$ cat src/rtl/sine_stim_sequencer.sv
// Walks the 3-port sine ROM in LANES-sample blocks and presents each block on a
// valid/ready stream. The table can be played once or looped until abort.
module sine_stim_sequencer #(
   parameter int ADDR_WIDTH = 9,
   parameter int DATA_WIDTH = 16,
   parameter int LANES      = 3,
   parameter int END_ADDR   = 507
) (
   input  logic                  clk,
   input  logic                  rst,
   input  logic                  start,
   input  logic                  continuous,
   input  logic                  abort,
   output logic [ADDR_WIDTH-1:0] rom_addr,
   input  logic [DATA_WIDTH-1:0] rom_data_1,
   input  logic [DATA_WIDTH-1:0] rom_data_2,
   input  logic [DATA_WIDTH-1:0] rom_data_3,
   output logic [DATA_WIDTH-1:0] out_x0,
   output logic [DATA_WIDTH-1:0] out_x1,
   output logic [DATA_WIDTH-1:0] out_x2,
   output logic                  out_valid,
   input  logic                  out_ready,
   output logic                  out_last,
   output logic                  busy,
   output logic                  done,
   output logic [ADDR_WIDTH-1:0] block_count
);

   localparam logic [ADDR_WIDTH-1:0] STEP = ADDR_WIDTH'(LANES);
   localparam logic [ADDR_WIDTH-1:0] LAST = ADDR_WIDTH'(END_ADDR);

   typedef enum logic [1:0] {IDLE, RUN, DRAIN, DONE} state_t;

   state_t                state, state_nx;
   logic [ADDR_WIDTH-1:0] addr;
   logic                  loop_mode;
   logic                  load, hs, at_end, start_ok;

   assign hs       = out_valid & out_ready;
   assign at_end   = (addr == LAST);
   assign rom_addr = addr;

   always_ff @(posedge clk or posedge rst) begin
      if (rst) state <= IDLE;
      else     state <= state_nx;
   end

   always_comb begin
      state_nx = state;
      case (state)
         IDLE:    if (start) state_nx = RUN;
         RUN:     if (load && at_end && !loop_mode) state_nx = DRAIN;
         DRAIN:   if (hs) state_nx = DONE;
         DONE:    state_nx = IDLE;
         default: state_nx = IDLE;
      endcase
      if (abort) state_nx = IDLE;
   end

   always_comb begin
      busy     = (state == RUN) || (state == DRAIN);
      done     = (state == DONE);
      load     = (state == RUN) && (!out_valid || out_ready);
      start_ok = (state == IDLE) && start && !abort;
   end

   // A load in the same cycle as a handshake replaces the block, so valid stays up.
   always_ff @(posedge clk or posedge rst) begin
      if (rst) begin
         addr        <= '0;
         loop_mode   <= 1'b0;
         out_x0      <= '0;
         out_x1      <= '0;
         out_x2      <= '0;
         out_valid   <= 1'b0;
         out_last    <= 1'b0;
         block_count <= '0;
      end else if (abort) begin
         addr      <= '0;
         out_valid <= 1'b0;
         out_last  <= 1'b0;
      end else begin
         if (start_ok) begin
            addr        <= '0;
            loop_mode   <= continuous;
            block_count <= '0;
         end
         if (load) begin
            out_x0    <= rom_data_1;
            out_x1    <= rom_data_2;
            out_x2    <= rom_data_3;
            out_valid <= 1'b1;
            out_last  <= at_end;
            addr      <= at_end ? '0 : addr + STEP;
         end else if (hs) begin
            out_valid <= 1'b0;
            out_last  <= 1'b0;
         end
         if (hs) block_count <= block_count + ADDR_WIDTH'(1);
      end
   end

endmodule

$ cat config.mk
export PLATFORM = sky130hd
export DESIGN_NAME = sine_stim_sequencer
export DESIGN_NICKNAME = d
export VERILOG_FILES = /design/src/rtl/sine_stim_sequencer.sv
export SDC_FILE = /design/constraint.sdc
export NUM_CORES = 1
export LEC_CHECK = 0
export BUFFER_PORTS_ARGS = -buffer_cell sky130_fd_sc_hd__buf_2
export CAP_MARGIN = 20
export CELL_PAD_IN_SITES_DETAIL_PLACEMENT = 1
export CELL_PAD_IN_SITES_GLOBAL_PLACEMENT = 2
export CORE_ASPECT_RATIO = 1.1
export CORE_MARGIN = 2
export CORE_UTILIZATION = 27
export DETAILED_ROUTE_END_ITERATION = 10
export GPL_TIMING_DRIVEN = 0
export PLACE_DENSITY = 0.83
export SETUP_SLACK_MARGIN = 0.15
export SLEW_MARGIN = 15
export SYNTH_ARGS = -nofsm -noshare
export SYNTH_HDL_FRONTEND = slang
export SYNTH_SLANG_ARGS = --single-unit
$ cat constraint.sdc
create_clock -name clk -period 2.7 [get_ports clk]
set_input_delay 0.54 -clock clk [delete_from_list [all_inputs] [get_ports clk]]
set_output_delay 0.54 -clock clk [all_outputs]
set_load 0.005 [all_outputs]
---- Word-level counts from Yosys, hierarchy flattened ----
Index checks and enable logic that the tools add are counted.
word-level totals
  register bits ........................... 71
  bits in latches ......................... 0
  RAM bits ................................ 0
  memory bits (read-only) ................. 0
  input port bits ......................... 54
  logic and storage cells ................. 53
  memories ................................ 0
operators by class
  add/sub/neg operators ................... 2
  multipliers ............................. 0
  div/mod/pow operators ................... 0
  order comparisons ....................... 0
  eq/ne operators ......................... 7
  shift operators ......................... 0
  muxes and demuxes ....................... 15
  bitwise gates (word level) .............. 2
  reduce and logical (&&, ||, !) cells .... 18
operators with widths
  cell                   count
  $mux W9                5
  $add A9 B1 Y9 const B  1
  $add A9 B2 Y9 const B  1
  $eq A9 B9 Y1 const B   1
  $ne A3 B3 Y1 const B   3
  $mux W2                4
  $pmux W2 S4            1
  $reduce_and A2 Y1      3
  $reduce_bool A3 Y1     2
  $logic_and A1 B1 Y1    5
  $mux W1                5
  $eq A2 B2 Y1 const B   2
  $logic_not A1 Y1       3
  $reduce_and A3 Y1      1
  $eq A2 B1 Y1 const B   1
  $logic_not A2 Y1       1
  $logic_or A1 B1 Y1     2
  $reduce_bool A2 Y1     1
  $and A1 B1 Y1          1
  $not A1 Y1             1

---- Depth between registers and ports, before layout ----
  word-level depth ........................ 8
  gate-level depth with buffers ........... 8

---- Worst setup path after synthesis ----
OpenSTA, ideal clock, no wires.
  path type ............................... register to register
  from .................................... register state[1]
  to ...................................... register addr[3], in the netlist rom_addr[3]
  data arrival time ....................... 1.682 ns
  data required time ...................... 2.613 ns
  slack ................................... 0.931 ns
  cell stages (with the launch flop) ...... 7
  path buffers ............................ 0
  period minus slack after synthesis ...... 1.769 ns
  cell sequence ........................... dfrtp_1 > inv_1 > ha_1 > inv_2 > or3_4 > or4_1 > o211ai_1
between the ends
  word-level cells in the longest chain between the ends .. 4
  elaborated cells on any way between the ends .. 8
  classes of those cells .................. eq/ne: 1; mux: 2; reduce/logical: 5
RTL lines
  item                                              line    text
  from (decl)                                       34      state_t state, state_nx;
  from (signal assigned)                            45      else state <= state_nx;
  $eq A2 B1 Y1 or $logic_not A2 Y1 (tied branches)  63, 64
  $logic_and A1 B1 Y1, on equally long branches     63, 64
  $mux W9 or $logic_and A1 B1 Y1 (tied branches)    88, 64
  $mux W9 or $reduce_bool A3 Y1 (tied branches)     -
  to (signal assigned)                              94      addr <= at_end ? '0 : addr + STEP;
  to (decl)                                         35      logic [ADDR_WIDTH-1:0] addr;
Parallel ways exist; a longest one is shown, timed or not.
A chain may end at the register's enable or synchronous reset.

---- Worst setup path after layout ----
  from .................................... register state[1]
  to ...................................... register out_x1[9]
between the ends
  word-level cells in the longest chain between the ends .. 3
RTL lines
  item                                line  text
  $eq A2 B1 Y1                        63    load = (state == RUN) && (!out_valid || out_ready);
  $logic_and A1 B1 Y1                 63
  $reduce_and A2 Y1 (no source line)  -
  to (signal assigned)                90    out_x1 <= rom_data_2;
  to (decl)                           19    output logic [DATA_WIDTH-1:0] out_x1,
No other way between the ends.

==> impl_summary.md <==
Power
IR analysis of the VDD net gives a maximum drop of 328 uV. The static power due to leakage is 0.00232 uW. The total power density per cell area is 1020 mW/mm2.

Setup path
The biggest fanout along the worst timing path is 10. The kind of critical path is reg2reg. At the worst endpoint, the required time is 2970 ps. At the worst endpoint, the arrival time is 2300 ps. STA classifies the critical path startpoint as a register. The kind of end point of the critical path is a register.

Routing
The residual DRC count is 0. The total routed wirelength is 8870 um. The routed design uses 546 um of met3 wire.

The highest metal layer used by the detailed router is met4. Detailed routing placed a total of 4420 um of wire on met2. For this block, wires on met1 add up to 3700 um. Detailed routing inserted a total of 2846 vias. The average routed wire per standard cell is 14.1 um.

The post-detailed-route via-to-cell ratio is 4.52. The number of detailed-routing iterations run before antenna repair is 4. For this block, the initial DRC count from the detailed router was 80. The remaining antenna violation count is 0.

Global routing
The overall routing resource usage is 15.1%. Global routing finished with a remaining overflow of 0. The number of global-route vias before repair is 2967. Entering global routing, the biggest net connects 58 pins. The first global-routing pass estimated 14500 um of wire. The number of antenna violations at the first check in global routing is 0.

Timing
The final clock skew is 6.38 ps. Setup violations remaining at the end of the flow were counted as 0. Setup repair after global routing left no endpoint under its margin. Hold is met by 131 ps. The worst path needs 2030 ps of the cycle, external delays included.

The post-route clock period utilization is 75.0%. The total count of max-transition violations in the final report is 0. The final hold violation count was 0.

Headroom to the max-slew limit came out at 51.2%. The maximum clock frequency is 494 MHz. At the pin with the least slew margin, the transition time is 732 ps.

Min path
The classification of the worst-slack hold path is in2async.

Placement
At the end of routability-driven placement, the weighted congestion stood at 0.759. The half-perimeter wire length after detailed placement is 6580 um. The count of buffers inserted at the top-level ports is 122.

Logic synthesis
The number of different library cells in the post-synthesis netlist is 42. Synthesis produced a netlist with a net count of 402. After synthesis the netlist holds a flip-flop and latch count of 71. The fraction of the yosys area taken by sequential cells is 57.3%. For this run, the number of Yosys warnings is 0. Each instance of the synthesized netlist takes up on average 9.09 um2. Synthesis produced 341 cells. After synthesis the cells add up to 0.00310 mm2.

CTS
The maximum level of the CTS H-tree is 3. The clock tree from TritonCTS is built. The insertion delay of the later-clocked pin in the worst-skew pair is 340 ps.

For this design, the CTS-stage hold fixing added 0 buffers. The number of setup buffers added after CTS is 0. The clock-pin slew of the registers on the worst-case setup and hold paths is 60 ps. The worst-case clock buffer depth is 2.

The root buffer cell is clkbuf_16. Counting every sink on the clock net gives 71. Clock tree synthesis inserted a total of 9 buffers.

Cells and area
The area growth from synthesis to layout is 37.8%. The library cells used most frequently in the layout, excluding fill and tap cells, are nand2_1, buf_2, dfrtp_1, nor2_1, clkbuf_1. For this run, the share of the core covered by cells in the final layout is 37.7%. In the final design database the tool counted 536 nets. The number of diodes is 0. The filler cell count is 1365.

Cells with a size suffix above 1 make up 31.0% of the layout. The leading cell type in the layout, fill and taps excluded is nand2_1.

Floorplanning
The die outline area is 0.0124 mm2. In this run the vertical extent of the chip is 116 um. The die is 106 um wide.

The floorplan has 41 rows. The core region is 0.0113 mm2. The initial core utilization is 27.3%. In this run the count of I/O pins placed on the die edge is 124.

Run status
The flow ran to the end, and the final reports show no timing, DRC or antenna violations.

Run
Max-cap violations in this run came to 0.
flip-flops by register name, indices dropped and copies added, names as in the netlist:
signal       cells
state            2
out_x2          16
out_x1          16
rom_addr         9
loop_mode        1
block_count      9
out_valid        1
out_last         1
out_x0          16
kinds of logic (layout without fill, tap and decap cells):
logic type | Yosys count | in the layout | synth area share (%)
flops | 71 | 71 | 57.3
xor+xnor | 8 | 8 | 2.26
mux | 3 | 3 | 1.05
compound gates | 28 | 28 | 6.18
fa+ha+maj | 7 | 7 | 2.83
simple gates | 203 | 203 | 27.5
buf+inv | 21 | 160 | 2.91
synthesized netlist by cell type, drive strengths merged:
cell type / number / share of area, %
a21o: 1 / 0.24
o211a: 1 / 0.32
dfrtp: 71 / 57
or4: 1 / 0.24
buf: 4 / 0.85
and2: 1 / 0.20
a22o: 1 / 0.28
nor2: 15 / 1.8
clkbuf: 10 / 1.2
inv: 7 / 0.85
o311ai: 2 / 0.57
ha: 7 / 2.8
o311a: 1 / 0.32
mux2: 2 / 0.73
nand4b: 1 / 0.28
o31ai: 2 / 0.48
o211ai: 2 / 0.48
a21oi: 4 / 0.65
o2111ai: 1 / 0.28
nand3: 1 / 0.16
o21ai: 7 / 1.1
xnor2: 7 / 2.0
mux2i: 1 / 0.32
nor4b: 2 / 0.57
nand3b: 2 / 0.48
or3: 2 / 0.57
nand2: 158 / 19
nand2b: 4 / 0.81
nor3: 7 / 1.3
nand4: 1 / 0.20
nor2b: 2 / 0.40
nor4: 4 / 0.81
o21a: 2 / 0.48
nor3b: 2 / 0.48
xor2: 1 / 0.28
o22ai: 1 / 0.20
a21boi: 1 / 0.24
a22oi: 2 / 0.48
final timing paths:
path                       slack, ps           from         to  cells past startpoint
max in group asynchronous       2000            rst  out_x2[0]                      3
min                              130            rst  out_x1[4]                      2
min reg2reg                      470      out_x2[0]  out_x2[0]                      2
min in group clk                 390  rom_data_2[4]  out_x1[4]                      3
max reg2reg                      670       state[1]  out_x1[9]                      8
max                              670       state[1]  out_x1[9]                      8
power by group:
| part | internal (uW) | switching, uW | total [uW] |
|---|---|---|---|
| clock network | 900 | 449 | 1350 |
| logic | 582 | 728 | 1310 |
| registers | 1450 | 239 | 1690 |
final cells by class:
cell class                 instances  area (um2)  share of cell area, %
buffer                            14        63.8                   1.49
clock buffer                      10         229                   5.36
clock inverter                     6         109                   2.55
inverter                           7        28.8                  0.674
multi-input combinational        249        1240                   29.0
sequential                        71        1780                   41.6
tap                              150         188                   4.39
timing repair buffer             123         638                   14.9
stage by stage:
step	instance area, um2	instances	setup slack [ps]	TNS, ps	power, uW
finish	4270	630	674	0	4350
global route	4270	630	399	0	4700
CTS	4270	630	256	0	4440
detailed placement	3930	614	274	0	3060
global placement	3900	613	-700	-49320	2990
floorplan	3100	341	363	0	2380
worst max-delay path, cell delays in order, from the launching register on:
cell and delay (ps):
dfrtp_1 410, inv_1 90, ha_1 230, inv_2 90
nor3_2 430, buf_2 310, buf_2 250, nand2_1 80
nand2_1 60
metal layers:
metal	global-route usage (%)	vias up
li1	-	1374
met1	17.6	1384
met2	25.3	73
met3	4.41	15
met4	7.54	0
met5	0	-
what timing repair did:
item	4_1_cts	5_1_grt
gates resized for setup	0	1
endpoints found under the setup margin	0	20
hold endpoints to repair	0	0
Note: power is estimated with default switching activity, not from simulation.
